$ cat config.mk
export PLATFORM = sky130hd
export DESIGN_NAME = pps_rx
export DESIGN_NICKNAME = d
export VERILOG_FILES = /design/src/rtl/pps_rx.sv
export SDC_FILE = /design/constraint.sdc
export NUM_CORES = 1
export LEC_CHECK = 0
export CAP_MARGIN = 5
export CORE_ASPECT_RATIO = 1.5
export CORE_MARGIN = 2
export CORE_UTILIZATION = 54
export DETAILED_ROUTE_END_ITERATION = 8
export HOLD_SLACK_MARGIN = 0.12
export PLACE_DENSITY = 0.88
export SYNTH_ARGS = -nofsm -noshare
export SYNTH_HDL_FRONTEND = slang
export SYNTH_SLANG_ARGS = --single-unit
$ cat constraint.sdc
create_clock -name aclk -period 5.25 [get_ports aclk]
set_input_delay 1.05 -clock aclk [delete_from_list [all_inputs] [get_ports aclk]]
set_output_delay 1.05 -clock aclk [all_outputs]
set_load 0.02 [all_outputs]
$ cat src/rtl/pps_rx.sv
// pps_rx: receive side of the PPS link.
// Synchronises an external 1 PPS input into the aclk domain, detects its
// rising edges, measures each period in aclk cycles, qualifies it against
// the nominal clock rate and tracks lock/loss. While locked it counts
// seconds; bad periods and timeouts are tallied in a saturating error count.
module pps_rx #(
  parameter int unsigned CLK_FREQ = 100000000,
  parameter int unsigned TOL      = 1000,
  parameter int unsigned LOCK_CNT = 3
) (
  input  logic        aclk,
  input  logic        areset,
  input  logic        en_i,
  input  logic        pps_in,
  output logic        pps_pulse_o,
  output logic [31:0] period_o,
  output logic        period_vld_o,
  output logic        locked_o,
  output logic        lost_o,
  output logic [31:0] sec_cnt_o,
  output logic [15:0] err_cnt_o
);

  localparam logic [1:0] ST_IDLE   = 2'd0;
  localparam logic [1:0] ST_SEARCH = 2'd1;
  localparam logic [1:0] ST_TRACK  = 2'd2;
  localparam logic [1:0] ST_LOCKED = 2'd3;

  // Window of acceptable periods and the count at which a missing edge is
  // declared lost (one past the longest acceptable period).
  localparam logic [31:0] P_MIN = 32'(CLK_FREQ - TOL);
  localparam logic [31:0] P_MAX = 32'(CLK_FREQ + TOL);
  localparam logic [31:0] P_TMO = 32'(CLK_FREQ + TOL + 1);

  // Good-period counter just wide enough to hold LOCK_CNT.
  localparam int unsigned GW = $clog2(LOCK_CNT + 1);
  localparam logic [GW-1:0] GOOD_TARGET = GW'(LOCK_CNT);

  logic          r_s1;
  logic          r_s2;
  logic          r_s3;
  logic [31:0]   r_cnt;
  logic [1:0]    r_state;
  logic [GW-1:0] r_good;
  logic          r_pulse;
  logic [31:0]   r_period;
  logic          r_vld;
  logic          r_locked;
  logic          r_lost;
  logic [31:0]   r_sec;
  logic [15:0]   r_err;

  logic          w_edge;
  logic          w_good;
  logic          w_timeout;
  logic [GW-1:0] w_good_inc;
  logic [1:0]    w_state_next;
  logic [GW-1:0] w_good_next;
  logic          w_meas;
  logic          w_err_inc;
  logic          w_sec_inc;
  logic          w_lost;

  // Three-flop synchroniser; s1 may go metastable, s2/s3 feed edge detect.
  always_ff @(posedge aclk or posedge areset) begin
    if (areset) begin
      r_s1 <= 1'b0;
      r_s2 <= 1'b0;
      r_s3 <= 1'b0;
    end else begin
      r_s1 <= pps_in;
      r_s2 <= r_s1;
      r_s3 <= r_s2;
    end
  end

  assign w_edge     = r_s2 & ~r_s3 & en_i;
  assign w_good     = (r_cnt >= P_MIN) && (r_cnt <= P_MAX);
  assign w_timeout  = (r_cnt >= P_TMO);
  assign w_good_inc = r_good + 1'b1;

  // Next-state and event decode; an edge takes priority over a timeout.
  always_comb begin
    w_state_next = r_state;
    w_good_next  = r_good;
    w_meas       = 1'b0;
    w_err_inc    = 1'b0;
    w_sec_inc    = 1'b0;
    w_lost       = 1'b0;
    if (!en_i) begin
      w_state_next = ST_IDLE;
    end else begin
      case (r_state)
        ST_IDLE: begin
          w_state_next = ST_SEARCH;
        end
        ST_SEARCH: begin
          if (w_edge) begin
            w_state_next = ST_TRACK;
            w_good_next  = '0;
          end
        end
        ST_TRACK: begin
          if (w_edge) begin
            w_meas = 1'b1;
            if (w_good) begin
              w_good_next = w_good_inc;
              if (w_good_inc == GOOD_TARGET) begin
                w_state_next = ST_LOCKED;
              end
            end else begin
              w_good_next = '0;
              w_err_inc   = 1'b1;
            end
          end else if (w_timeout) begin
            w_lost       = 1'b1;
            w_err_inc    = 1'b1;
            w_state_next = ST_SEARCH;
          end
        end
        ST_LOCKED: begin
          if (w_edge) begin
            w_meas = 1'b1;
            if (w_good) begin
              w_sec_inc = 1'b1;
            end else begin
              w_state_next = ST_TRACK;
              w_good_next  = '0;
              w_err_inc    = 1'b1;
            end
          end else if (w_timeout) begin
            w_lost       = 1'b1;
            w_err_inc    = 1'b1;
            w_state_next = ST_SEARCH;
          end
        end
        default: begin
          w_state_next = ST_IDLE;
        end
      endcase
    end
  end

  // State, good-period counter and lock flag.
  always_ff @(posedge aclk or posedge areset) begin
    if (areset) begin
      r_state  <= ST_IDLE;
      r_good   <= '0;
      r_locked <= 1'b0;
    end else begin
      r_state  <= w_state_next;
      r_good   <= w_good_next;
      r_locked <= (w_state_next == ST_LOCKED);
    end
  end

  // Cycle counter: reloads to 1 after an edge, saturates, idles at 0.
  always_ff @(posedge aclk or posedge areset) begin
    if (areset) begin
      r_cnt <= '0;
    end else if (!en_i || (r_state == ST_IDLE)) begin
      r_cnt <= '0;
    end else if (w_edge) begin
      r_cnt <= 32'd1;
    end else if (r_cnt != 32'hFFFF_FFFF) begin
      r_cnt <= r_cnt + 32'd1;
    end
  end

  // Single-cycle strobes; cleared whenever the triggering event is absent.
  always_ff @(posedge aclk or posedge areset) begin
    if (areset) begin
      r_pulse <= 1'b0;
      r_vld   <= 1'b0;
      r_lost  <= 1'b0;
    end else begin
      r_pulse <= w_edge;
      r_vld   <= w_meas;
      r_lost  <= w_lost;
    end
  end

  // Measurement and statistics; these hold while disabled.
  always_ff @(posedge aclk or posedge areset) begin
    if (areset) begin
      r_period <= '0;
      r_sec    <= '0;
      r_err    <= '0;
    end else begin
      if (w_meas) begin
        r_period <= r_cnt;
      end
      if (w_sec_inc) begin
        r_sec <= r_sec + 32'd1;
      end
      if (w_err_inc && (r_err != 16'hFFFF)) begin
        r_err <= r_err + 16'd1;
      end
    end
  end

  assign pps_pulse_o  = r_pulse;
  assign period_o     = r_period;
  assign period_vld_o = r_vld;
  assign locked_o     = r_locked;
  assign lost_o       = r_lost;
  assign sec_cnt_o    = r_sec;
  assign err_cnt_o    = r_err;

endmodule

## Word level (Yosys, flattened, before mapping)

Index checks and enable logic that the tools add are counted.

- Register bits after elaboration: 123
- Latch bits: 0
- RAM bits: 0
- ROM bits: 0
- Word-level logic and storage cells: 76
- Memories kept: 0

- Add/sub/neg operators: 4
- Multiply operators: 0
- Div/mod/pow operators: 0
- Order comparisons: 3
- Eq/ne operators: 11
- Shift-type cells: 0
- Mux-type cells: 33
- Bitwise operators: 3
- Reduce and logical (&&, ||, !) cells: 9

Operators by type and width:

| cell | count |
|---|---|
| 32-bit two-way mux | 3 |
| 32-bit by 1-bit adder with 32-bit output, second input constant | 2 |
| 32-bit by 27-bit greater-or-equal comparator with 1-bit output, second input constant | 2 |
| 32-bit by 27-bit less-or-equal comparator with 1-bit output, second input constant | 1 |
| 32-bit inequality test, second input constant | 1 |
| 2-bit two-way mux | 13 |
| 16-bit by 1-bit adder with 16-bit output, second input constant | 1 |
| 16-bit inequality test, second input constant | 1 |
| 1-bit two-way mux | 15 |
| 2-bit equality test, second input constant | 4 |
| 2-bit inequality test, second input constant | 4 |
| 2-bit case mux with 4 select lines | 1 |
| 2-bit case mux with 3 select lines | 1 |
| 6-bit AND reduction | 1 |
| 3-bit nonzero test | 2 |
| 2-bit by 1-bit adder with 2-bit output, second input constant | 1 |
| 1-bit AND | 2 |
| 2-bit by 1-bit equality test with 1-bit output, second input constant | 1 |
| 1-bit logical AND | 2 |
| 2-bit zero test | 1 |
| 2-bit OR reduction | 1 |
| 1-bit zero test | 1 |
| 1-bit logical OR | 1 |
| 1-bit NOT | 1 |

## Depth between registers and ports, before layout

- Depth in word-level cells: 8
- Mapped depth: 10

## Worst setup path after synthesis

OpenSTA, ideal clock, no wires.

- Kind: register to register
- Start: register r_cnt[28]
- End: register r_sec[29], in the netlist sec_cnt_o[29]
- Library setup time: 0.129 ns
- Arrival time: 2.524 ns
- Required time: 5.121 ns
- Slack: 2.597 ns
- Stages on the path, launching flop included: 9
- Cells stage by stage: dfrtp_1 > or4_4 > or4_4 > nor4b_4 > o21a_1 > buf_6 > and4_1 > nand4_1 > xnor2_1

- Cells in the longest elaborated chain, start to end: 6

RTL lines:

| item | line | source |
|---|---|---|
| from (decl) | 42 | `logic [31:0] r_cnt;` |
| from (signal assigned) | 166 | `r_cnt <= r_cnt + 32'd1;` |
| 32-bit by 27-bit greater-or-equal comparator with 1-bit output or 32-bit by 27-bit less-or-equal comparator with 1-bit output (tied branches) | 78 | `assign w_good = (r_cnt >= P_MIN) && (r_cnt <= P_MAX);` |
| 1-bit logical AND (*) | 78 |  |
| 1-bit two-way mux (*) | 124 | `if (w_good) begin` |
| 1-bit two-way mux (*) | 122 | `if (w_edge) begin` |
| 1-bit two-way mux (*) | 93 | `case (r_state)` |
| 1-bit two-way mux (*) | 90 | `if (!en_i) begin` |
| to (signal assigned) | 194 | `r_sec <= r_sec + 32'd1;` |
| to (decl) | 50 | `logic [31:0] r_sec;` |

Mark *: on every way between the ends. The rest lies on a longest branch, timed or not.
A chain may end at the register's enable or synchronous reset.

## Worst setup path in the final report

- Start: input port en_i
- End: register r_sec[12], in the netlist sec_cnt_o[12]

- Cells in the longest elaborated chain, start to end: 4

RTL lines:

| item | line | source |
|---|---|---|
| from (decl) | 13 | `input logic en_i,` |
| 1-bit AND | 77 | `assign w_edge = r_s2 & ~r_s3 & en_i;` |
| named net w_edge | 53 | `logic w_edge;` |
| 1-bit two-way mux | 122 |  |
| 1-bit two-way mux | 93 |  |
| 1-bit two-way mux | 90 |  |

The timed path passes the listed nets, and every way through them passes these cells.

==> impl_metrics.tcl <==
set metrics [dict create \
    status "finished clean" \
    vias_per_cell 5.844 \
    cts_tree "built" \
    finalPower_mw 2.141 \
    synth_top_family_by_area "simple AND/OR/NAND/NOR gates" \
    area_growth_pct 26.95 \
    num_vias 4535 \
    route.detailed.drc 0 \
    multi_input_area_mm2 0.002648 \
    finClkSkew_ns 0.009777 \
    antenna_found_initial 0 \
    finalNonFillerCells 776 \
    synthAdderAreaFrac_pct 2.134 \
    ioPinCount 88 \
    synthMuxAreaShare_pct 6.529 \
    dpl.hpwl_um 8914 \
    fin_crit_ns 3.429 \
    wl_um 13280 \
    synth-xor-area-share_pct 11.05 \
    syn_area_per_cell_um2 11.09 \
    cap_viol_max_count 0 \
    placed_cells 744 \
    whs_ns 0.3501 \
    antenna_cells 0 \
    root_buffer "clkbuf_16" \
    ys_seq_elements 123 \
    drive_above_1_share_pct 12.82 \
    die_x_um 89.09 \
    nets 633 \
    synthArstFlopShare_pct 100.0 \
    p_per_area_mw_per_mm2 287.5 \
    synth_simple_gate_area_share_pct 21.08 \
    drt-pass1-iter-count 6 \
    start_util_pct 55.38 \
    gp_congestion 0.8652 \
    cp_max_fo 11 \
    p_leak_nw 3.271 \
    final_max_slew_viol_count 0 \
    core_area_mm2 0.01059 \
    cp-end-kind "register" \
    cts_hold_buf 0 \
    finalCritPeriodShare_pct 65.31 \
    worstMarginPinSlew_ns 0.9068 \
    r2r_setup_slack_ns 2.04 \
    r2r_start "r_cnt[28]" \
    hold_viol 0 \
    reg2reg_depth 7 \
    htreeDepth 4 \
    insertion_delay_ns 0.41 \
    tns_ns 0 \
    finalSetupViolCount 0 \
    clk_pin_slew_worst_paths_ns 0.05 \
    postCtsResizedCells 0 \
    crit_path_end "sec_cnt_o[12]" \
    final_common_cell "dfrtp_1" \
    synthDistinctLibCells 54 \
    ys.flop_type "dfrtp_1" \
    worstPathRequired_ns 5.56 \
    die_area_mm2 0.01173 \
    critPathMaxStageDelay_ns 0.52 \
    port_buffers 87 \
    crit_start "en_i" \
    ir_drop_mv 0.2214 \
    ys_seq_area_share_pct 52.49 \
    holdCritPathClass "register to register" \
    grt_overflow 0 \
    ys_warn_count 0 \
    die_h_um 131.6 \
    path_class "input port to register" \
    cp_slowest_cell "clkdlybuf4s50_1" \
    fmax_mhz 291.7 \
    register_area_mm2 0.003078 \
    cts_made_buffers 17 \
    synth_compound_area_share_pct 4.310 \
    synth_edf_count 0 \
    postCtsSetupRepairBufs 0 \
    worst-endpoint-arrival_ns 3.74 \
    rsz0062_at_grt "false" \
    final_area_mm2 0.007445 \
    synthTopCellsByArea "dfrtp_1 52%, xnor2_1 7.9%, mux2_2 6.5%, nor2_1 3.4%, xor2_1 3.1%" \
    grt_use_total_pct 24.02 \
    crit_chain "clkdlybuf4s50_1 > nand3b_1 > inv_1 > nand2_1 > nor4b_4 > o21a_1 > and3_1 > nand3_1 > xnor2_1" \
    slew_headroom_pct 39.32 \
    row_count 46 \
    grt_max_degree 46 \
    start_kind "input port" \
    post_dp_cell_area_mm2 0.006862 \
    wl_per_cell_um 17.11 \
    final_cell_mix "123 x dfrtp_1, 87 x clkdlybuf4s50_1, 53 x xnor2_1" \
    drtAntennaViolNets 0 \
    grt_pass1_vias 4639 \
    synth_area_leader_cell "dfrtp_1" \
    grt_pass1_wl_um 22180 \
    fillers 765 \
    regToRegEndpoint "sec_cnt_o[12]" \
    synth_top_area_share_pct 52.49 \
    drt_iter0_markers 320 \
    syn_inst 529 \
    clockBufferDepth 2 \
    clkSinkCount 123 \
    synthesis.nets 543 \
    synthesis.area_mm2 0.005864 \
]
## Yosys cell counts (3+ instances only)
library cell and n:
dfrtp_1 123, nor4_1 4, o21ai_0 11, a21oi_1 7
inv_1 14, nor2b_1 3, nor2_1 53, nand4_1 28
nand3_1 20, clkbuf_1 16, ha_1 10, xnor2_1 53
mux2_2 34, nand4b_1 3, nor3_1 8, nor3_2 3
nand2_1 31, and4_1 8, and3_1 27, or3_1 3
and2_1 7, xor2_1 21
## metal layers
layer	track usage, %	vias up	share of wire (%)
met4	11.11	0	3.4
met3	5.905	49	5.5
li1	-	2056	-
met1	27.90	2221	38
met2	40.53	209	53
met5	0	-	0
## cells by family after synthesis
| logic type | count (synthesis) |
|---|---|
| AOI/OAI and AO/OA | 37 |
| xor gates and xnor gates | 74 |
| buffers and inverters | 34 |
| muxes | 34 |
| DFF | 123 |
| adders and majority gates | 10 |
| and+or+nand+nor | 217 |
## flip-flops by register name (all words and copies together) (netlist names)
name,cells
period_o,32
r_cnt,32
sec_cnt_o,32
err_cnt_o,16
r_good,2
r_state,2
locked_o,1
lost_o,1
period_vld_o,1
pps_pulse_o,1
r_s1,1
r_s2,1
r_s3,1
## how the worst min path moves through the flow
stage          start    to  cells after the start
2_1_floorplan   r_s1  r_s2                      0
3_3_place_gp    r_s1  r_s2                      0
5_1_grt         r_s1  r_s2                      0
3_5_place_dp    r_s1  r_s2                      0
6_report        r_s1  r_s2                      0
4_1_cts         r_s1  r_s2                      0
## cell type report
class	count	area share, %
multi-input combinational	372	35.56
inverter	14	0.7395
tap	144	2.420
sequential	123	41.34
timing repair buffer	91	12.10
clock buffer	25	6.655
clock inverter	7	1.176
## report_power, final
part           internal [mW]  total, mW  switching (mW)
clock network          0.745       1.13           0.390
logic                 0.0136     0.0496          0.0361
registers              0.953      0.956         0.00383
## critical path, delay by kind of cell
family	cells	cell delay (ns)
xor gates and xnor gates	1	0.22
buffers and inverters	2	0.81
and+or+nand+nor	5	1.19
AOI/OAI and AO/OA	1	0.46
## through the flow
| step | setup slack, ns | util [%] |
|---|---|---|
| after floorplan | 0.9291 | - |
| after global placement | 1.703 | 64.79 |
| after detailed placement | 1.582 | 64.79 |
| after CTS | 1.899 | 70.30 |
| after global routing | 1.715 | 70.30 |
| final | 1.821 | 70.30 |
No activity file was read; power rests on OpenSTA's default activity.
